File: src/rtl/pc_sequencer.sv
// Program-counter sequencer: owns the PC, selects the next target and diverts
// misaligned control-flow targets to a trap vector through a small handler FSM.
module pc_sequencer #(
    parameter int          XLEN         = 32,
    parameter logic [31:0] RESET_VECTOR = 32'h0000_0000,
    parameter logic [31:0] TRAP_VECTOR  = 32'h0000_0100,
    parameter bit          COMPRESSED   = 1'b0,
    parameter int          CNT_W        = 32
) (
    input  logic             clk,
    input  logic             rst,
    input  logic             stall,
    input  logic             branch_taken,
    input  logic [XLEN-1:0]  branch_target,
    input  logic             jump,
    input  logic [XLEN-1:0]  jump_target,
    input  logic             jalr,
    input  logic [XLEN-1:0]  jalr_base,
    input  logic [XLEN-1:0]  jalr_offset,
    input  logic             trap_return,
    output logic [XLEN-1:0]  pc,
    output logic [XLEN-1:0]  pc_plus_four,
    output logic [XLEN-1:0]  epc,
    output logic             misaligned,
    output logic             in_handler,
    output logic             halted,
    output logic [CNT_W-1:0] instret
);

    typedef enum logic [1:0] {
        NORMAL  = 2'd0,
        HANDLER = 2'd1,
        HALT    = 2'd2
    } state_t;

    state_t            state_reg;
    logic [XLEN-1:0]   pc_reg;
    logic [XLEN-1:0]   epc_reg;
    logic              misaligned_reg;
    logic [CNT_W-1:0]  instret_reg;

    logic [XLEN-1:0]   jalr_sum;
    logic [XLEN-1:0]   target_next;
    logic              target_checked;
    logic              target_misaligned;
    logic              take_return;

    assign pc_plus_four = pc_reg + XLEN'(4);
    assign jalr_sum     = jalr_base + jalr_offset;
    assign take_return  = trap_return && (state_reg == HANDLER);

    // Priority mux; only branch/jump/jalr destinations are subject to the alignment check.
    always_comb begin
        target_next    = pc_plus_four;
        target_checked = 1'b0;
        if (take_return) begin
            target_next = epc_reg + XLEN'(4);
        end else if (jalr) begin
            target_next    = {jalr_sum[XLEN-1:1], 1'b0};
            target_checked = 1'b1;
        end else if (jump) begin
            target_next    = jump_target;
            target_checked = 1'b1;
        end else if (branch_taken) begin
            target_next    = branch_target;
            target_checked = 1'b1;
        end
    end

    generate
        if (COMPRESSED) begin : g_half_align
            assign target_misaligned = target_checked && target_next[0];
        end else begin : g_word_align
            assign target_misaligned = target_checked && (|target_next[1:0]);
        end
    endgenerate

    always_ff @(posedge clk or posedge rst) begin
        if (rst) begin
            state_reg      <= NORMAL;
            pc_reg         <= XLEN'(RESET_VECTOR);
            epc_reg        <= '0;
            misaligned_reg <= 1'b0;
            instret_reg    <= '0;
        end else begin
            misaligned_reg <= 1'b0;
            if (!stall) begin
                case (state_reg)
                    NORMAL: begin
                        instret_reg <= instret_reg + CNT_W'(1);
                        if (target_misaligned) begin
                            pc_reg         <= XLEN'(TRAP_VECTOR);
                            epc_reg        <= pc_reg;
                            misaligned_reg <= 1'b1;
                            state_reg      <= HANDLER;
                        end else begin
                            pc_reg <= target_next;
                        end
                    end
                    HANDLER: begin
                        instret_reg <= instret_reg + CNT_W'(1);
                        if (take_return) begin
                            pc_reg    <= target_next;
                            state_reg <= NORMAL;
                        end else if (target_misaligned) begin
                            // A second fault inside the handler is unrecoverable: freeze.
                            state_reg <= HALT;
                        end else begin
                            pc_reg <= target_next;
                        end
                    end
                    default: begin
                        state_reg <= HALT;
                    end
                endcase
            end
        end
    end

    assign pc         = pc_reg;
    assign epc        = epc_reg;
    assign misaligned = misaligned_reg;
    assign in_handler = (state_reg == HANDLER);
    assign halted     = (state_reg == HALT);
    assign instret    = instret_reg;

endmodule

File: config.mk
export PLATFORM = sky130hd
export DESIGN_NAME = pc_sequencer
export DESIGN_NICKNAME = d
export VERILOG_FILES = /design/src/rtl/pc_sequencer.sv
export SDC_FILE = /design/constraint.sdc
export NUM_CORES = 1
export LEC_CHECK = 0
export ABC_AREA = 1
export ABC_CLOCK_PERIOD_IN_PS = 3500
export CORE_ASPECT_RATIO = 0.75
export CORE_MARGIN = 1
export CORE_UTILIZATION = 30
export CTS_CLUSTER_DIAMETER = 40
export DETAILED_ROUTE_END_ITERATION = 6
export MAX_ROUTING_LAYER = met4
export SYNTH_ARGS = -nofsm -noshare
export SYNTH_HDL_FRONTEND = slang
export SYNTH_SLANG_ARGS = --single-unit
File: constraint.sdc
create_clock -name clk -period 3.5 [get_ports clk]
set_clock_uncertainty 0.2 [all_clocks]
set_input_delay 0.35 -clock clk [delete_from_list [all_inputs] [get_ports clk]]
set_output_delay 0.35 -clock clk [all_outputs]
set_load 0.05 [all_outputs]
==> results list, run 1 <==
- Crit-path slowest cell: clkdlybuf4s50_1
- Counting both buffers and inverters, the worst setup path holds a total of 2.
- DR iter-0 viols: 793
- Entering global routing, the biggest net connects 58 pins.
- A synthesized cell averages 6.16 sq um.
* Startpoint-to-endpoint class of the critical path: reg -> out
- Worst EP arrival: 2810 ps
- In the final layout, the share of cells above drive strength 1 is 4.25%.
* First-pass GRT wire length: 55900 um
- Switching Power: 1.58 mW
- The worst setup path is captured at a primary output.
- Dividing the final minimum period by the clock period gives 96.1%.
* Crit path max fanout: 4
- Flop and latch count out of synthesis: 99
* DRC violations left: 0
- In this run the deepest clock path goes through 2 buffers.
* Pin slew with the least headroom to its limit: 584 ps
- Die extent in y: 152 um
- The count of nets left with antenna violations once routing finished came out at 0.
- Combinational cells account for 40.7% of the total power.
- Area grow syn2layout: 37.5%
- Counting every instance in the synthesized netlist gives 1461.
* Required time of the critical path: 2950 ps
- Register clock-pin slew on the reported worst setup and hold paths: 70 ps
- Setup violations remaining at the end of the flow were counted as 0.
* Internal power consumption: 2.29 mW
* Placed cell area: 12100 sq um
- Total of buffers placed on input and output ports: 265
- Cell row count: 54
* Reg2reg setup slack: 760 ps
- The initial utilization of the core area, before any placement, comes to 30.8%.
* Worst voltage drop across the vdd grid: 0.189 mV
- Dividing the detail-routed wire length by the instance count gives 17.1 um.
* Post-layout instance area: 12400 sq um
- In this run, distinct cell masters in the synthesized netlist total 45.
* Cell breakdown of the critical path: ha_1 -> nand2_1 -> nor2_2 -> inv_1 -> nor2_1 -> nand3b_1 -> nand2_1 -> clkdlybuf4s50_1
- Based on the critical path, the design can be clocked at up to 297 MHz.
- Post-layout minimum cycle time: 3360 ps
* Routed vias: 10.4k
- Of the total power, the clock network draws 25.0%.
- CTS placed an instance of clkbuf_16 at the clock tree root.
- Part of the power in registers: 34.3%
* Die outline width: 202 um
* Met2 track utilization from global routing: 33.6%
- Cell leakage power: 6.08 nW
- Power comes to 3.87 mW.
- The final number of max-transition violations was 0.
* Met3 Usage GRT: 4.40%
- Post-layout nets: 1881
- The initial antenna violation count is 0.
* Share of the core filled with cells in the final layout: 42.3%
- H-tree lvl count: 3
- The clock reaches the later pin of the worst-skew pair after 360 ps.
- Net switching is 40.8% of the power.
- Clock Sink Count: 99
* Max-cap violations: 0
* Yosys warns: 0
* Dominant delay contributor by cell family on the critical path: buffers and inverters
* Filler cell count: 3078
- Pre-antenna DRT Iters: 7
- The final layout contains routed wiring with a total length of 36000 um.
- Crit-path max cell delay: 850 ps
- Syn nets: 1630
- Overflow after GRT: 0
* Routability cong.: 1.02
- Clock tree from TritonCTS: done
- Setup repair after global routing missed its margin: no
* GRT met1 Usage: 35.6%
- Total Neg Setup Slack: 0 ps
- Via/cell ratio: 4.95
- I/O Pins: 266
* Number of global-route vias before repair: 9792
- The number of antenna diodes in the final layout is 0.
- The run finished with clean final reports.
- Core region area: 29300 sq um
- Clock buffers created by TritonCTS: 9
- The worst hold path belongs to the class in -> async.
- Global routing consumed, over all layers together, 23.9% of the routing resources.
- The final-report hold violation count came to 0.
- By instance count, the cell type seen most on the critical path is nand2_1.
- Headroom to the max-slew limit came out at 61.1%.
- PwrDens: 313 nW/um^2
- Synthesized cell area: 9000 sq um
- The worst setup path is launched from a register.
- The HPWL after detailed placement is 29400 um.
- Die area: 30700 sq um
- Of the synthesized area, sequential elements account for 27.5%.
- Most Crowded Layer GR: met1
[layout by cell type, fill, tap and decap left out, drive strengths merged]
cell | synthesis | routed
nor2 | 148 | 148
clkinv | 0 | 1
nand4 | 23 | 23
or2 | 5 | 5
a32oi | 1 | 1
clkdlybuf4s50 | 0 | 253
dfrtp | 99 | 99
o211a | 1 | 1
o21ai | 111 | 111
buf | 22 | 16
a21oi | 77 | 77
o211ai | 10 | 10
a22oi | 2 | 2
nand3b | 10 | 10
o22ai | 3 | 3
ha | 33 | 33
a21o | 3 | 3
xor2 | 43 | 43
a31o | 1 | 1
o31ai | 2 | 2
and3 | 1 | 1
nand2 | 510 | 510
a21boi | 1 | 1
o2111ai | 1 | 1
clkinvlp | 0 | 1
nor4 | 4 | 4
inv | 186 | 187
fa | 1 | 1
nor3b | 2 | 2
clkbuf | 17 | 12
dlymetal6s2s | 0 | 10
o21bai | 7 | 7
a31oi | 1 | 1
nand3 | 100 | 100
nor3 | 21 | 21
xnor2 | 15 | 15
[worst paths after layout]
path                             startpoint  depth (start not counted)          endpoint
worst max-delay path                  pc[2]                          8  pc_plus_four[30]
worst min-delay path                    rst                          2       instret[31]
worst max register to register        pc[2]                         13            pc[20]
worst min register to register  instret[31]                          1       instret[31]
max in group asynchronous               rst                          3           epc[23]
min in group clk                instret[31]                          1       instret[31]
[cells in the mapped netlist, drive strengths merged]
| library cell | count | area [sq um] |
|---|---|---|
| nand2 | 510 | 1940 |
| inv | 186 | 698 |
| nor2 | 148 | 618 |
| o21ai | 111 | 556 |
| nand3 | 100 | 521 |
| dfrtp | 99 | 2480 |
| a21oi | 77 | 385 |
| xor2 | 43 | 377 |
| ha | 33 | 413 |
| nand4 | 23 | 150 |
| buf | 22 | 126 |
| nor3 | 21 | 120 |
| clkbuf | 17 | 63.8 |
| xnor2 | 15 | 131 |
| nand3b | 10 | 75.1 |
| o211ai | 10 | 75.1 |
| o21bai | 7 | 52.6 |
| or2 | 5 | 31.3 |
| nor4 | 4 | 31.3 |
| a21o | 3 | 22.5 |
| o22ai | 3 | 18.8 |
| a22oi | 2 | 15.0 |
| nor3b | 2 | 15.0 |
| o31ai | 2 | 15.0 |
| a21boi | 1 | 7.51 |
| a31o | 1 | 8.76 |
| a31oi | 1 | 6.26 |
| a32oi | 1 | 8.76 |
| and3 | 1 | 6.26 |
| fa | 1 | 20.0 |
| o2111ai | 1 | 8.76 |
| o211a | 1 | 10.0 |
[per-layer routing]
metal  share of wire [%]  routed length (um)
met5                   0                   0
met4                 1.1                 410
met3                 8.5                3060
met2                  41               14700
met1                  50               17900
[stage by stage]
step | instances | setup WS (ps) | hold slack [ps]
2_1_floorplan | 1461 | 360 | 302
3_3_place_gp | 2093 | 482 | 258
3_5_place_dp | 2093 | 419 | 266
4_1_cts | 2108 | 31.5 | 237
5_1_grt | 2108 | 14.3 | 288
6_report | 2108 | 135 | 214
[power by group through the flow]
stage / logic (mW) / clock network, mW / registers, mW
floorplan: 0.725 / 0 / 1.55
global placement: 1.57 / 0 / 1.35
detailed placement: 1.57 / 0 / 1.35
CTS: 1.58 / 0.981 / 1.33
global route: 1.70 / 1.03 / 1.34
finish: 1.58 / 0.967 / 1.33
[final cells by class]
class                   instances  area, sq um  share of cell area (%)
clock inverters                 3         21.3                   0.172
repair buffers                279         2790                    22.5
inverters                     186          701                    5.66
flip-flops and latches         99         2480                    20.0
multi-input cells            1137         5640                    45.6
well taps                     392          490                    3.96
clock buffers                  12          256                    2.07
[repair_timing]
item | 4_1_cts | 5_1_grt
setup buffers | 0 | 0
endpoints found under the setup margin | 0 | 11
hold buffers | 0 | 0
gates resized for setup | 0 | 11
[cell families (layout without fill, tap and decap cells)]
family          Yosys count  count (layout)  share of synthesized area, %
simple gates            824             824                          38.9
buf+inv                 225             480                          9.87
compound gates          221             221                          13.2
flops                    99              99                          27.5
xor+xnor                 58              58                          5.64
fa+ha+maj                34              34                          4.81
(Power assumes the default switching activity.)
==> inputs of run 2 (changes only) <==
--- a/config.mk
+++ b/config.mk
@@ -13,6 +13,7 @@
 export CTS_CLUSTER_DIAMETER = 40
 export DETAILED_ROUTE_END_ITERATION = 6
 export MAX_ROUTING_LAYER = met4
+export SLEW_MARGIN = 0
 export SYNTH_ARGS = -nofsm -noshare
 export SYNTH_HDL_FRONTEND = slang
 export SYNTH_SLANG_ARGS = --single-unit
==> results of run 2 <==
Same layout as run 1: the final DEF is identical, and so are final timing and power.
==> inputs of run 3 (changes only) <==
--- a/config.mk
+++ b/config.mk
@@ -6,13 +6,14 @@
 export NUM_CORES = 1
 export LEC_CHECK = 0
 export ABC_AREA = 1
-export ABC_CLOCK_PERIOD_IN_PS = 3500
+export ABC_CLOCK_PERIOD_IN_PS = 3800
 export CORE_ASPECT_RATIO = 0.75
 export CORE_MARGIN = 1
 export CORE_UTILIZATION = 30
 export CTS_CLUSTER_DIAMETER = 40
 export DETAILED_ROUTE_END_ITERATION = 6
 export MAX_ROUTING_LAYER = met4
+export PLACE_DENSITY = 0.59
 export SLEW_MARGIN = 0
 export SYNTH_ARGS = -nofsm -noshare
 export SYNTH_HDL_FRONTEND = slang
==> constraint.sdc (replaced) <==
create_clock -name clk -period 3.8 [get_ports clk]
set_clock_uncertainty 0.2 [all_clocks]
set_input_delay 0.38 -clock clk [delete_from_list [all_inputs] [get_ports clk]]
set_output_delay 0.38 -clock clk [all_outputs]
set_load 0.05 [all_outputs]
==> run 3 against run 2 <==
Against the previous run:
- clock power rose by 0.8%
- hold slack gained 61 ps
- critical path depth did not move
- via count is 0.27% lower
- combinational power down 8%
- first-iteration DRC count is 14% higher
==> results list, run 3 (synthesis results as in run 1) <==
* Dominant delay contributor by cell family on the critical path: simple AND/OR/NAND/NOR gates
* Largest net degree at the start of global routing: 52 (-10%)
* Number of global-route vias before repair: 9494 (-3.0%)
* Post-layout instance area: 12400 sq um (about the same)
- Area grow syn2layout: 37.5% (about the same)
- Worst EP arrival: 3100 ps (+290 ps)
* Final instance count without filler cells: 2109 (+0.047%)
- The fill cell instance count of the final layout came to 3087 (+0.29%).
- The final cell utilization of the core came to 42.3% (about the same).
- Post-layout minimum cycle time: 3680 ps
- Antenna Violating Nets Remaining: 0 (unchanged)
- Total Neg Setup Slack: 0 ps (unchanged)
* Post-placement worst setup slack: 534 ps (+114 ps)
- Leaving out fill and tap cells, the most frequent cell in the layout is nand2_1.
* Critical Path End Type: primary output
* DR iter-0 viols: 907 (+14%)
- The routed length per instance was 17.8 um (+4.5%).
* Post-layout nets: 1881 (unchanged)
* I/O Pins: 266 (unchanged)
* Wire length after detailed routing: 37600 um (+4.6%)
- The final-report hold violation count was 0 (unchanged).
- Worst setup path start: pc[2]
- The critical path is of the reg -> out type.
- The relative slew slack is 55.6% (-5.5 points).
- TritonCTS built the clock tree.
- Required time of the critical path: 3220 ps (+270 ps)
- Crit-path slowest cell: clkdlybuf4s50_1
- DP Wirelength: 31100 um (+6.0%)
- H-tree lvl count: 3 (unchanged)
- Clock root buffer: clkbuf_16
- The peak supply drop is 0.236 mV (+25%).
* Setup repair after global routing missed its margin: no
- Overall fraction of global-route tracks in use: 25.1% (+1.1 points)
- WHS: 275 ps (+61.1 ps)
- Traced cell by cell, the critical path runs through ha_1 -> nand2_1 -> nor2_2 -> nand2_1 -> nor2_2 -> nand2_1 -> xor2_1 -> clkdlybuf4s50_1.
* Clock buffers created by TritonCTS: 9 (unchanged)
- The power per cell area is 296 nW/um^2 (-5.5%).
* Core region area: 29300 sq um (unchanged)
- Critical register-to-register path endpoint: pc[22]
- The die extent in x is 202 um (unchanged).
- Die extent in y: 152 um (unchanged)
- The post-CTS setup-driven buffer insertion count came to 0 (unchanged).
* Reg2reg setup slack: 1100 ps (+340 ps)
* Fraction of the cycle the final worst path needs: 96.8%
- The count of hold buffers inserted by post-cts repair was 0 (unchanged).
- The final number of max-transition violations was 0 (unchanged).
* Area of the multi-input gates: 5640 sq um (about the same)
- Result of the run: complete, no violations
* Register clock-pin slew on the reported worst setup and hold paths: 70 ps (about the same)
* Setup crit start kind: register
- Max-cap violations: 0 (unchanged)
- First-pass GRT wire length: 57600 um (+2.9%)
* Number of setup violations in the final report: 0 (unchanged)
* Post-route setup slack: 122 ps (-13.1 ps)
* Cell type with the highest occurrence count on the critical path: nand2_1
- Type of the most critical hold path: reg -> reg
* Gates resized, CTS repair: 0 (unchanged)
* Latest clock arrival within the worst-skew pair: 350 ps (about the same)
- Number of antenna violations at the first check in global routing: 1 (+1)
- Instance count after placement with tap cells included: 2093 (unchanged)
- The number of cells on the worst reg-to-reg path is 13 (unchanged).
- Number of buffer and inverter stages on the critical path: 1 (-1)
- The number of buffers between clock root and the deepest sink came to 2 (unchanged).
- Cell count along the critical path: 8 (unchanged)
- The count of TritonRoute iterations in the first routing pass was 5 (-2).
* Cell leakage power: 5.93 nW (-2.4%)
- The sequential cell area came to 2480 sq um (unchanged).
- Die area: 30700 sq um (unchanged)
- The critical path ends at pc_plus_four[22].
- The total placed instance area was 12100 sq um (about the same).
* Via/cell ratio: 4.94 (-0.32%)
- Routability cong.: 0.960 (-5.8%)
* Overflow after GRT: 0 (unchanged)
* Maximum clock frequency: 272 MHz
- The maximum net fanout on the critical path was 5 (+1).
- Crit-path max cell delay: 880 ps (+30 ps)
- Start of the worst register-to-register path: pc[2]
- The total number of placement rows came to 54 (unchanged).
- The TritonCTS sink count was 99 (unchanged).
- The post-route total power is 3.66 mW (-5.5%).
- Pin slew with the least headroom to its limit: 666 ps (+82.3 ps)
- Initial cell density of the core: 30.8% (unchanged)
- Most frequent cells in the layout: nand2_1 (503), clkdlybuf4s50_1 (265), inv_1 (181)
* Worst Hold Depth: 1
- The total vias in the final route came to 10.4k (-0.27%).
- The remaining design rule violation count is 0 (unchanged).
- The share of final-layout standard cells stronger than drive strength 1 was 4.14% (-0.12 points).
- The count of input and output buffers came to 265 (unchanged).
==> run 3: routing by layer <==
layer	vias to the layer above	GRT usage, %	share of wire, %	wire, um
met5	-	-	0	0
met3	16	4.25	7.2	2730
met4	0	2.42	0.58	218
li1	5184	-	-	-
met2	383	35.3	41	15600
met1	4828	38.0	51	19100
==> run 3: final cells by class <==
class / instances / share of cell area [%]
Tap cell: 392 / 3.96
Clock buffer: 12 / 2.15
Clock inverter: 3 / 0.374
Inverter: 186 / 5.66
Antenna cell: 1 / 0.0202
Multi-Input combinational cell: 1137 / 45.5
Timing Repair Buffer: 279 / 22.3
Sequential cell: 99 / 20.0
==> run 3: where the power goes <==
part | switching (mW) | internal, mW
Sequential | 0.110 | 1.11
Combinational | 0.943 | 0.518
Clock | 0.412 | 0.563
Total | 1.47 | 2.20
==> run 3: worst min-delay path by stage <==
| stage | from | end | slack (ps) |
|---|---|---|---|
| floorplan | state_reg[0] | state_reg[0] | 300 |
| finish | instret[31] | instret[31] | 280 |
| global route | instret[31] | instret[31] | 290 |
| CTS | instret[31] | instret[31] | 270 |
| global placement | instret[31] | instret[31] | 260 |
| detailed placement | instret[31] | instret[31] | 260 |
==> run 3: worst reg2reg max path: stages, from the launching register on <==
cell and delay, ps:
dfrtp_1 410, ha_1 180, nand2_1 100, nor2_2 160
nand2_1 210, nor2_2 330, nand2_1 120, xor2_1 360
nor2_1 70, o21ai_0 160, nand2_1 80, nand3_1 130
nand2_1 60, nand2_1 50
